File: src/rtl/pac_pkg.sv
// Shared definitions for the Pac-Man motion engine: direction codes,
// FSM state encoding and small geometry helpers.
package pac_pkg;

   localparam logic [1:0] UP    = 2'd0;
   localparam logic [1:0] RIGHT = 2'd1;
   localparam logic [1:0] LEFT  = 2'd2;
   localparam logic [1:0] DOWN  = 2'd3;

   typedef enum logic [0:0] {
      IDLE = 1'b0,
      MOVE = 1'b1
   } pac_state_e;

   // Direction codes are laid out so that the reverse of d is 3-d.
   function automatic logic [1:0] opposite(input logic [1:0] d);
      return 2'd3 - d;
   endfunction

   function automatic logic signed [10:0] span(input int scale);
      return 11'(16 * scale);
   endfunction

endpackage

File: src/rtl/pac_anim.sv
// Mouth-animation divider: advances a 0..3 frame index once every
// ANIM_DIV enabled ticks.
module pac_anim
   import pac_pkg::*;
#(
   parameter int ANIM_DIV = 2
) (
   input  logic       CLK,
   input  logic       RST,
   input  logic       tick_en,
   output logic [2:0] frame
);

   localparam logic [3:0] DIV = 4'(ANIM_DIV);

   logic [3:0] cnt_r;
   logic [2:0] frame_r;

   // Tick counter and frame index, wrapping the frame after 3.
   always_ff @(posedge CLK or posedge RST) begin
      if (RST) begin
         cnt_r   <= 4'd0;
         frame_r <= 3'd0;
      end else if (tick_en) begin
         if (cnt_r + 4'd1 == DIV) begin
            cnt_r   <= 4'd0;
            frame_r <= (frame_r == 3'd3) ? 3'd0 : frame_r + 3'd1;
         end else begin
            cnt_r   <= cnt_r + 4'd1;
         end
      end
   end

   assign frame = frame_r;

endmodule

File: src/rtl/pac_motion.sv
// Per-frame sprite movement: queued-turn resolution on the grid, edge
// wrap-around and the IDLE/MOVE start-up FSM. Animation lives in pac_anim.
module pac_motion
   import pac_pkg::*;
#(
   parameter int SPRITE_SCALE = 2,
   parameter int H_ACTIVE     = 640,
   parameter int V_ACTIVE     = 480,
   parameter int GRID         = 8,
   parameter int ANIM_DIV     = 2,
   parameter int START_X      = 304,
   parameter int START_Y      = 224
) (
   input  logic               CLK,
   input  logic               RST,
   input  logic               frame_tick,
   input  logic               dir_req_valid,
   input  logic [1:0]         dir_req,
   output logic signed [10:0] x_Pac,
   output logic signed [10:0] y_Pac,
   output logic [1:0]         pac_Direction,
   output logic [2:0]         pac_Frame,
   output logic               turn_pending
);

   localparam logic signed [10:0] S_POS   = span(SPRITE_SCALE);
   localparam logic signed [10:0] S_NEG   = -S_POS;
   localparam logic signed [10:0] X_MAX   = 11'(H_ACTIVE) + S_POS;
   localparam logic signed [10:0] Y_MAX   = 11'(V_ACTIVE) + S_POS;
   localparam logic signed [10:0] STEP    = 11'(SPRITE_SCALE);
   localparam logic signed [10:0] PITCH   = 11'(GRID * SPRITE_SCALE);
   localparam logic signed [10:0] X_START = 11'(START_X);
   localparam logic signed [10:0] Y_START = 11'(START_Y);

   pac_state_e         state_r;
   logic signed [10:0] x_r;
   logic signed [10:0] y_r;
   logic [1:0]         dir_r;
   logic [1:0]         pend_r;
   logic               pend_valid_r;

   logic signed [10:0] along_s;
   logic               aligned_s;
   logic [1:0]         dir_s;
   logic               clear_s;
   logic signed [10:0] x_s;
   logic signed [10:0] y_s;
   logic               move_tick_s;

   assign move_tick_s = frame_tick & (state_r == MOVE);

   // Resolve the queued request against the current heading.
   always_comb begin
      along_s   = y_r;
      if (dir_r == RIGHT || dir_r == LEFT) begin
         along_s = x_r;
      end else begin
         along_s = y_r;
      end
      aligned_s = ((along_s % PITCH) == 11'sd0);
      dir_s     = dir_r;
      clear_s   = 1'b0;
      if (pend_valid_r) begin
         if (pend_r == dir_r) begin
            clear_s = 1'b1;
         end else if (pend_r == opposite(dir_r)) begin
            dir_s   = pend_r;
            clear_s = 1'b1;
         end else if (aligned_s) begin
            dir_s   = pend_r;
            clear_s = 1'b1;
         end else begin
            dir_s   = dir_r;
            clear_s = 1'b0;
         end
      end else begin
         dir_s   = dir_r;
         clear_s = 1'b0;
      end
   end

   // Step along the resolved heading; a wrap replaces the step.
   always_comb begin
      x_s = x_r;
      y_s = y_r;
      case (dir_s)
         RIGHT:   x_s = (x_r >= X_MAX) ? S_NEG : x_r + STEP;
         LEFT:    x_s = (x_r <= S_NEG) ? X_MAX : x_r - STEP;
         DOWN:    y_s = (y_r >= Y_MAX) ? S_NEG : y_r + STEP;
         UP:      y_s = (y_r <= S_NEG) ? Y_MAX : y_r - STEP;
         default: begin
            x_s = x_r;
            y_s = y_r;
         end
      endcase
   end

   // FSM, position/heading and the pending-request register.
   always_ff @(posedge CLK or posedge RST) begin
      if (RST) begin
         state_r      <= IDLE;
         x_r          <= X_START;
         y_r          <= Y_START;
         dir_r        <= RIGHT;
         pend_r       <= UP;
         pend_valid_r <= 1'b0;
      end else begin
         if (state_r == IDLE && dir_req_valid) begin
            state_r <= MOVE;
         end
         if (move_tick_s) begin
            dir_r <= dir_s;
            x_r   <= x_s;
            y_r   <= y_s;
         end
         // A fresh request always wins over a clear from this tick.
         if (dir_req_valid) begin
            pend_r       <= dir_req;
            pend_valid_r <= 1'b1;
         end else if (move_tick_s && clear_s) begin
            pend_valid_r <= 1'b0;
         end
      end
   end

   pac_anim #(
      .ANIM_DIV (ANIM_DIV)
   ) u_anim (
      .CLK     (CLK),
      .RST     (RST),
      .tick_en (move_tick_s),
      .frame   (pac_Frame)
   );

   assign x_Pac         = x_r;
   assign y_Pac         = y_r;
   assign pac_Direction = dir_r;
   assign turn_pending  = pend_valid_r;

endmodule

File: config.mk
export PLATFORM = sky130hd
export DESIGN_NAME = pac_motion
export DESIGN_NICKNAME = d
export VERILOG_FILES = /design/src/rtl/pac_pkg.sv /design/src/rtl/pac_anim.sv /design/src/rtl/pac_motion.sv
export SDC_FILE = /design/constraint.sdc
export NUM_CORES = 1
export LEC_CHECK = 0
export ABC_AREA = 1
export CAP_MARGIN = 30
export CELL_PAD_IN_SITES_DETAIL_PLACEMENT = 0
export CELL_PAD_IN_SITES_GLOBAL_PLACEMENT = 2
export CORE_MARGIN = 4
export CORE_UTILIZATION = 31
export CTS_BUF_LIST = sky130_fd_sc_hd__clkbuf_8 sky130_fd_sc_hd__clkbuf_16
export DETAILED_ROUTE_END_ITERATION = 10
export GPL_ROUTABILITY_DRIVEN = 0
export PLACE_DENSITY = 0.91
export RECOVER_POWER = 50
export REMOVE_ABC_BUFFERS = 1
export SYNTH_ARGS = -nofsm -noshare
export SYNTH_HDL_FRONTEND = slang
export SYNTH_SLANG_ARGS = --single-unit
File: constraint.sdc
create_clock -name CLK -period 2.7 [get_ports CLK]
set_clock_uncertainty 0.1 [all_clocks]
set_input_delay 0.54 -clock CLK [delete_from_list [all_inputs] [get_ports CLK]]
set_output_delay 0.54 -clock CLK [all_outputs]
set_load 0.01 [all_outputs]
## Word level (Yosys, flattened, before mapping)

Index checks and enable logic that the tools add are counted.

- Register bits after elaboration: 35
- Bits in latches: 0
- Memory bits (writable): 0
- ROM bits: 0
- Input bits: 6
- Output and inout bits: 28
- Logic and storage cells: 62
- Memories kept: 0

- Add/sub/neg operators: 7
- Multiply operators: 0
- Div/mod/pow operators: 0
- Magnitude comparators: 4
- Equal/unequal tests: 9
- Shifts and indexed selects: 0
- Muxes and demuxes: 19
- Bitwise gates (word level): 3
- Reductions and logical operators: 12

Operators with widths:

| operator | count |
|---|---|
| 11-bit two-way mux | 5 |
| 11-bit case mux with 2 select lines | 2 |
| 11-bit by 3-bit adder with 11-bit output, second input constant | 2 |
| 11-bit >= comparator, second input constant | 2 |
| 11-bit by 6-bit <= comparator with 1-bit output, second input constant | 2 |
| 11-bit by 3-bit subtractor with 11-bit output, second input constant | 2 |
| 11-bit zero test | 1 |
| 2-bit two-way mux | 4 |
| 2-bit equality test, second input constant | 3 |
| 1-bit two-way mux | 6 |
| 2-bit AND reduction | 3 |
| 2-bit nonzero test | 3 |
| 4-bit by 1-bit adder with 4-bit output, second input constant | 1 |
| 2-bit by 1-bit equality test with 1-bit output, second input constant | 2 |
| 2-bit equality test | 2 |
| 4-bit by 2-bit equality test with 1-bit output, second input constant | 1 |
| 4-bit two-way mux | 1 |
| 4-bit OR reduction | 1 |
| 3-bit by 1-bit adder with 3-bit output, second input constant | 1 |
| 3-bit by 2-bit equality test with 1-bit output, second input constant | 1 |
| 3-bit two-way mux | 1 |
| 1-bit bitwise AND | 2 |
| 1-bit logical AND | 2 |
| 2-bit zero test | 1 |
| 3 further kinds | 3 |

## Depth between registers and ports, before layout

Gate-level depths: netlist of run 1.

- Word-level depth: 13
- Mapped depth: 19
- Gate-level depth less buffers: 17

## Hierarchy

Synthesis of run 1 repeated with hierarchy kept, for this count alone.

- Cell total of the unflattened synthesis: 429
- Area total of the unflattened synthesis: 2713.9 um2

Modules (own cells, without submodules):

| module | times used | cells each | area each (um2) | sequential area each (um2) |
|---|---|---|---|---|
| pac_motion | 1 | 378 | 2278.4 | 659.4 |
| pac_anim | 1 | 51 | 435.4 | 175.2 |

## Worst setup path after synthesis of run 1

Ideal clock, no wire load.

- Path type: register to register
- Start point: register dir_r[0], in the netlist pac_Direction[0]
- End point: register x_r[5], in the netlist x_Pac[5]
- Library setup time: 0.060 ns
- Data arrival time: 2.328 ns
- Data required time: 2.540 ns
- Setup slack: 0.212 ns
- Stages on the path, launching flop included: 16
- Path buffers: 2
- Clock period less this slack: 2.488 ns
- Cells stage by stage: dfstp_2 xor2_1 nand2_1 nand2_2 nand2_1 nand2_1 nand2_2 buf_2 inv_1 ha_1 clkbuf_1 o21ai_0 or2_2 nand3_1 nand3_2 nand2_1

- Longest elaborated chain between the ends: 13
- Elaborated cells between the ends (all ways): 19
- Those cells by class: add/sub (1); eq/ne (6); mux (6); bitwise (1); reduce/logical (5)

Ends and longest elaborated chain:

| item | line | source |
|---|---|---|
| start, declared | pac_motion.sv:38 | `logic [1:0] dir_r;` |
| start signal, assigned | pac_motion.sv:112 | `dir_r <= dir_s;` |
| 2-bit by 1-bit equality test with 1-bit output / 2-bit equality test (equally long branches) | pac_motion.sv:55 | `if (dir_r == RIGHT \|\| dir_r == LEFT) begin` |
| 1-bit logical OR | pac_motion.sv:55 |  |
| 11-bit two-way mux | pac_motion.sv:55 |  |
| 4-bit OR reduction (no line) | - |  |
| 1-bit bitwise AND (no line) | - |  |
| 11-bit zero test | pac_motion.sv:60 | `aligned_s = ((along_s % PITCH) == 11'sd0);` |
| 2-bit two-way mux | pac_motion.sv:69 | `end else if (aligned_s) begin` |
| 2-bit two-way mux | pac_motion.sv:66 | `end else if (pend_r == opposite(dir_r)) begin` |
| 2-bit two-way mux | pac_motion.sv:64 | `if (pend_r == dir_r) begin` |
| 2-bit two-way mux (*) | pac_motion.sv:63 | `if (pend_valid_r) begin` |
| 2-bit equality test / 2-bit by 1-bit equality test with 1-bit output (equally long branches) | pac_motion.sv:86 | `case (dir_s)` |
| 2-bit nonzero test (no line) | - |  |
| 2-bit AND reduction (no line) | - |  |
| end signal, assigned | pac_motion.sv:113 | `x_r <= x_s;` |
| end, declared | pac_motion.sv:36 | `logic signed [10:0] x_r;` |

Every way passes the cells marked *; elsewhere a longest branch is shown, timed or not.
A chain may end at the register's enable or synchronous reset.

## Worst setup path in the final report of run 1

- Start point: register x_r[3], in the netlist x_Pac[3]
- End point: register x_r[5], in the netlist x_Pac[5]

- Longest elaborated chain between the ends: 11
- Elaborated cells between the ends (all ways): 19
- Those cells by class: add/sub (2); order compare (2); eq/ne (2); mux (8); bitwise (1); reduce/logical (4)

Ends and longest elaborated chain:

| item | line |
|---|---|
| 11-bit two-way mux | pac_motion.sv:55 |
| 4-bit OR reduction (no line) | - |
| 1-bit bitwise AND (no line) | - |
| 11-bit zero test | pac_motion.sv:60 |
| 2-bit two-way mux | pac_motion.sv:69 |
| 2-bit two-way mux | pac_motion.sv:66 |
| 2-bit two-way mux | pac_motion.sv:64 |
| 2-bit two-way mux | pac_motion.sv:63 |
| 2-bit equality test / 2-bit by 1-bit equality test with 1-bit output (equally long branches) | pac_motion.sv:86 |
| 2-bit nonzero test (no line) | - |
| 2-bit AND reduction (no line) | - |

Parallel ways exist; a longest one is shown, timed or not.

==> flow_summary.yaml, run 1 <==
clock_network:
  clk_pin_slew_ns: 0.07
  cts_buffer_depth: 2
  cts.sinks: 33
  clk_latency_ns: 0.29
  tritoncts: "yes"
  cts_setup_buffers: 0
  cts_max_level: 2
  cts_resized: 0
  hold_buffers: 0
  cts_buffers: 5
  cts_root_buffer: "clkbuf_8"
detailed_routing:
  wl_per_cell_um: 12.2
  routed_wl_um: 6480
  drt_iter0_drc: 75
  dr_total_vias: 2510
  route.detailed.drc: 0
  drtPass1Iterations: 4
  routed_via_density: 4.71
  ant_nets: 0
critical_path:
  crit_fanout: 8
  timing.rr.start: "x_Pac[3]$_DFFE_PP0P_"
  worstSetupPathType: "flop to flop"
  cp-start-kind: "flop"
  crit_chain: "inv_4 > nand3_2 > nand2_1 > nand2_1 > nand2_2 > nand2_1 > nand2_1 > nand2_2 > inv_1 > ha_1 > o21ai_0 > or2_2 > nand3_1 > nand3_2 > nand2_1"
  r2r-end: "x_Pac[5]$_DFFE_PP1P_"
  crit_slowest_cell: "dfrtp_1"
  end_kind: "flop"
  crit_start: "x_Pac[3]$_DFFE_PP0P_"
  rr_worst_depth: 15
  crit_required_ns: 2.83
  cp-endpoint: "x_Pac[5]$_DFFE_PP1P_"
  arrival_ns: 2.53
  cp_common_cell: "nand2_1"
  max_stage_delay_ns: 0.50
  r2r_setup_slack_ns: 0.31
final_layout:
  multi_input_area_um2: 1580
  area_growth_pct: 18.0
  drive_gt1_share_pct: 14.3
  nets: 441
  num_antenna_cells: 0
  fill_cells: 920
  finish.utilization_pct: 38.0
  seq_area_um2: 835
  layout.cells.non_filler: 533
grt:
  grt_pass1_vias: 2464
  grt_antenna_before_repair: 0
  use_met2_pct: 23.5
  grt_util_met3_pct: 2.69
  top_usage_layer: "met2"
  grt-ovfl-total: 0
  grt_max_degree: 34
  gr-usage-met1_pct: 16.4
  grt_pass1_wl_um: 11200
  grt_usage_pct: 13.4
yosys:
  postSynthAreaPerCell_um2: 6.77
  synth_xor_area_share_pct: 5.21
  synth_top_area_share_pct: 24.2
  async_flop_share_pct: 100
  ys_warn_count: 0
  synth_cell_types: 33
  synth_top_family_by_area: "simple AND/OR/NAND/NOR gates"
  seq_area_frac_synth_pct: 31.0
  synthMostInstantiatedCell: "nand2_1"
  synth_area_leaders: "dfrtp_1 (24%), nand2_1 (19%), dfstp_2 (6.8%)"
  synth_top_area_cell: "dfrtp_1"
  synthesis.area_um2: 2690
  ys.flop_type: "dfrtp_1"
  synthAdderAreaFrac_pct: 3.72
  synthCells: 397
  synthSimpleGateAreaFrac_pct: 43.2
  synth_common_cells: "nand2_1 (134), nor2_1 (37), inv_1 (33), nand3_1 (33), dfrtp_1 (26)"
  synth-edff-count: 0
  synth_compound_area_share_pct: 6.28
  synth.area.mux_share_pct: 0
  ys_ff_latch: 33
sta:
  hold_viol_final: 0
  fin_crit_sh_pct: 88.6
  rsz0062_at_grt: "no"
  final-max-slew-violation-count: 0
  finalSetupTns_ns: 0
  relSlewSlack_pct: 43.1
  period_needed_ns: 2.39
  worst_pin_slew_ns: 0.854
  fmax_mhz: 418
  setup_viol: 0
outcome:
  status: "complete, no violations"
die:
  die_h_um: 101
  pin_count: 34
  start_util_pct: 32.2
  coreArea_um2: 8340
  die-width_um: 101
  dieArea_um2: 10200
  rows: 33
pwr:
  leakage_nw: 1.56
  vdd_drop_max_mv: 0.533
  finalPower_mw: 4.42
  power_density_nw_per_um2: 1390
placed_design:
  dp_cells: 525
  portBuffers: 31
  dpl.hpwl_um: 4800
hold_path:
  hold_path_class: "flop to flop"
flow_run:
  cap_violations: 0
[power breakdown]
part           switching [mW]  internal [mW]  total (mW)
combinational            1.73           1.15        2.89
sequential              0.308          0.736        1.04
clock                   0.189          0.297       0.486
[per-layer routing]
metal  share of wire [%]  wire length (um)  vias to the layer above
met2                  49              3160                       34
met5                   0                 0                        -
li1                    -                 -                     1317
met1                  47              3070                     1153
met3                 3.1               199                        6
met4                0.86                56                        0
[worst max-delay path, delay by kind of cell (launching register included)]
kind	cells	cell delay (ns)
AND/OR/NAND/NOR	11	1.07
flip-flops	1	0.50
adder cells (fa/ha/maj)	1	0.32
AO/OA/AOI/OAI	1	0.17
buffers and inverters	2	0.16
[through the flow]
stage	hold WS [ns]	setup WS, ns	instance area [um2]
after global placement	0.367	0.402	3060
after global routing	0.407	0.0167	3170
after CTS	0.382	0.308	3180
final	0.382	0.307	3170
after floorplan	0.337	0.354	2560
after detailed placement	0.361	0.329	3060
[cell families after synthesis]
group | count (synthesis)
AO/OA/AOI/OAI | 30
flip-flops | 33
XOR/XNOR | 16
adder cells (fa/ha/maj) | 8
other | 1
AND/OR/NAND/NOR | 253
buffers and inverters | 56
[how the worst min path moves through the flow]
stage	end	slack (ns)	depth (start not counted)	start
after floorplan	state_r$_DFFE_PP0P_	0.34	1	state_r$_DFFE_PP0P_
after global placement	state_r$_DFFE_PP0P_	0.37	1	state_r$_DFFE_PP0P_
after detailed placement	state_r$_DFFE_PP0P_	0.36	1	state_r$_DFFE_PP0P_
after CTS	state_r$_DFFE_PP0P_	0.38	1	state_r$_DFFE_PP0P_
after global routing	state_r$_DFFE_PP0P_	0.41	1	state_r$_DFFE_PP0P_
final	state_r$_DFFE_PP0P_	0.38	1	state_r$_DFFE_PP0P_
[cell type report]
class	instances	area share, %
Clock buffer	6	2.60
Clock inverter	2	1.06
Inverter	40	4.81
Multi-Input combinational cell	309	49.7
Sequential cell	33	26.3
Tap cell	105	4.14
Timing Repair Buffer	38	11.4
[cells in the final DEF (no fill, tap or decap), types with 5 or more instances in the layout]
master,n
a21oi_1,6
buf_4,6
clkbuf_8,6
clkdlybuf4s50_1,27
dfrtp_1,26
dfstp_2,7
ha_1,8
inv_1,34
inv_2,5
nand2_1,134
nand2_2,18
nand3_1,33
nand3_2,12
nand4_1,13
nor2_1,37
o21ai_0,13
xor2_1,12
[flip-flops by register name (all words and copies together) (netlist names)]
register / cells
turn_pending: 1
pend_r: 2
y_Pac: 10
pac_Direction: 2
x_Pac: 10
state_r: 1
u_anim.cnt_r: 4
u_anim.frame: 3
(Power assumes the default switching activity.)
==> run 2, diff against run 1 <==
==> constraint.sdc (replaced) <==
create_clock -name CLK -period 2.7 [get_ports CLK]
set_clock_uncertainty 0.1 [all_clocks]
set_input_delay 0.27 -clock CLK [delete_from_list [all_inputs] [get_ports CLK]]
set_output_delay 0.27 -clock CLK [all_outputs]
set_load 0.01 [all_outputs]
==> run 2 against run 1 <==
Design area shrank 0.83%; die area did not move; global-route usage rose by 0.23 points; largest cell class unchanged; critical endpoint unchanged; clock power shrank 26%; core utilization fell by 0.31 points; the run now ends with max-capacitance violations, max-slew violations left; hold slack hardly changed; sequential power about the same; setup slack improved by 0.096 ns.
==> flow_summary.yaml, run 2 (synthesis gave the netlist of run 1 again) <==
sta:
  fmax_mhz: 435
  worst_pin_slew_ns: 1.82
  period_needed_ns: 2.30
  fin_crit_sh_pct: 85.1
  hold_viol_final: 0
  final.setup.worst_slack_ns: 0.402
  hold-worst-slack_ns: 0.382
  setup_viol: 0
  relSlewSlack_pct: -21.5
  finalSetupTns_ns: 0
  final-max-slew-violation-count: 34
  rsz0062_at_grt: "no"
detailed_routing:
  drtPass1Iterations: 4
  routed_via_density: 4.70
  routed_wl_um: 6540
  drt_iter0_drc: 94
  dr_total_vias: 2512
  route.detailed.drc: 0
  ant_nets: 0
  wl_per_cell_um: 12.2
pwr:
  switching_share_pct: 52.0
  clkPwrFrac_pct: 8.3
  finalPower_mw: 4.31
  power_density_nw_per_um2: 1370
  p_int_mw: 2.07
  power_switching_mw: 2.24
  seq_power_share_pct: 24.0
  p_comb_share_pct: 67.6
  leakage_nw: 1.56
  vdd_drop_max_mv: 0.468
clock_network:
  cts_max_level: 2
  cts_root_buffer: "clkbuf_8"
  cts_buffer_depth: 2
  clk_pin_slew_ns: 0.07
  cts_buffers: 5
  hold_buffers: 0
  cts.sinks: 33
  tritoncts: "yes"
  clk_latency_ns: 0.29
critical_path:
  max_stage_delay_ns: 0.58
  rr_worst_depth: 13
  r2r_setup_slack_ns: 0.40
  crit_required_ns: 2.83
  crit_fanout: 8
  r2r-end: "x_Pac[5]$_DFFE_PP1P_"
  cp-start-kind: "flop"
  worstSetupPathType: "flop to flop"
  arrival_ns: 2.43
  timing.rr.start: "pac_Direction[0]$_DFFE_PP1P_"
  end_kind: "flop"
  cp_common_cell: "nand2_1"
  crit_slowest_cell: "dfstp_2"
  crit_chain: "xor2_1 > nand2_1 > nand2_2 > nand2_1 > nand2_1 > nand2_2 > inv_1 > ha_2 > o21ai_0 > or2_2 > nand3_1 > nand3_2 > nand2_1"
final_layout:
  layout.cells.non_filler: 534
  nets: 442
  layout_commonest_cell: "nand2_1"
  final_cell_mix: "nand2_1 (134), nor2_1 (37), inv_1 (35)"
  seq_area_um2: 835
  drive_gt1_share_pct: 14.2
  finish.utilization_pct: 37.7
  multi_input_area_um2: 1580
  design_area_um2: 3150
  fill_cells: 927
  area_growth_pct: 17.0
  num_antenna_cells: 0
die:
  pin_count: 34
  die-width_um: 101
  start_util_pct: 32.2
  rows: 33
  dieArea_um2: 10200
  die_h_um: 101
  coreArea_um2: 8340
placed_design:
  pre_cts_slack_ns: 0.358
  placed_cell_area_um2: 3070
  dpl.hpwl_um: 4880
  portBuffers: 31
  dp_cells: 526
hold_path:
  min_from: "state_r$_DFFE_PP0P_"
  holdPathEnd: "state_r$_DFFE_PP0P_"
  hold_path_class: "flop to flop"
  whs_path_depth: 1
outcome:
  violations: "max-capacitance violations, max-slew violations"
  status: "finished with violations"
grt:
  grt_pass1_wl_um: 11200
  grt_pass1_vias: 2449
  grt-ovfl-total: 0
  grt_max_degree: 34
  grt_antenna_before_repair: 0
  grt_usage_pct: 13.6
flow_run:
  cap_violations: 1
[run 2: cell types whose count changed in the layout (fill, tap and decap cells not counted), sizes merged]
cell           delta
buf               +1
clkdlybuf4s50     -2
clkbuf            -1
dlygate4sd3       +2
bufinv            -1
inv               +1
clkinv            +1
[run 2: timing repair]
action / in CTS / in global routing
setup buffers: 0 / 0
resized for setup: 0 / 1
setup endpoints to repair: 0 / 1
[run 2: layout make-up]
class / count / share of cell area [%]
clock inverters: 3 / 0.398
flip-flops and latches: 33 / 26.5
repair buffers: 39 / 11.7
multi-input cells: 309 / 50.2
well taps: 105 / 4.17
clock buffers: 5 / 2.19
inverters: 40 / 4.85
[run 2: layer usage]
layer / track usage [%] / routed length [um] / vias up / part of all wire (%)
met5: 0 / 0 / - / 0
met4: 4.09 / 112 / 0 / 1.7
met3: 2.96 / 260 / 11 / 4.0
met2: 23.5 / 3030 / 48 / 46
met1: 16.9 / 3140 / 1136 / 48
li1: - / - / 1317 / -
[run 2: worst max-delay path by stage]
stage	end	slack [ns]	startpoint
6_report	x_Pac[5]$_DFFE_PP1P_	0.40	pac_Direction[0]$_DFFE_PP1P_
5_1_grt	x_Pac[9]$_DFFE_PP0P_	0.12	pac_Direction[0]$_DFFE_PP1P_
4_1_cts	x_Pac[9]$_DFFE_PP0P_	0.32	pac_Direction[0]$_DFFE_PP1P_
3_5_place_dp	x_Pac[5]$_DFFE_PP1P_	0.36	pac_Direction[0]$_DFFE_PP1P_
3_3_place_gp	x_Pac[5]$_DFFE_PP1P_	0.40	pac_Direction[0]$_DFFE_PP1P_
2_1_floorplan	y_Pac[10]$_DFFE_PP0P_	0.35	pac_Direction[0]$_DFFE_PP1P_
[run 2: critical path: cells and delay by family, from the launching register on]
family / cells / cell delay, ns
simple gates: 9 / 0.90
flops: 1 / 0.58
fa+ha+maj: 1 / 0.26
buf+inv: 1 / 0.05
compound gates: 1 / 0.14
xor+xnor: 1 / 0.19
[run 2: power groups by stage]
stage	clock, mW	combinational, mW	sequential, mW
4_1_cts	0.374	2.95	1.04
3_5_place_dp	0	2.93	1.04
3_3_place_gp	0	2.94	1.04
2_1_floorplan	0	1.94	1.06
5_1_grt	0.407	3.33	1.08
6_report	0.359	2.91	1.04
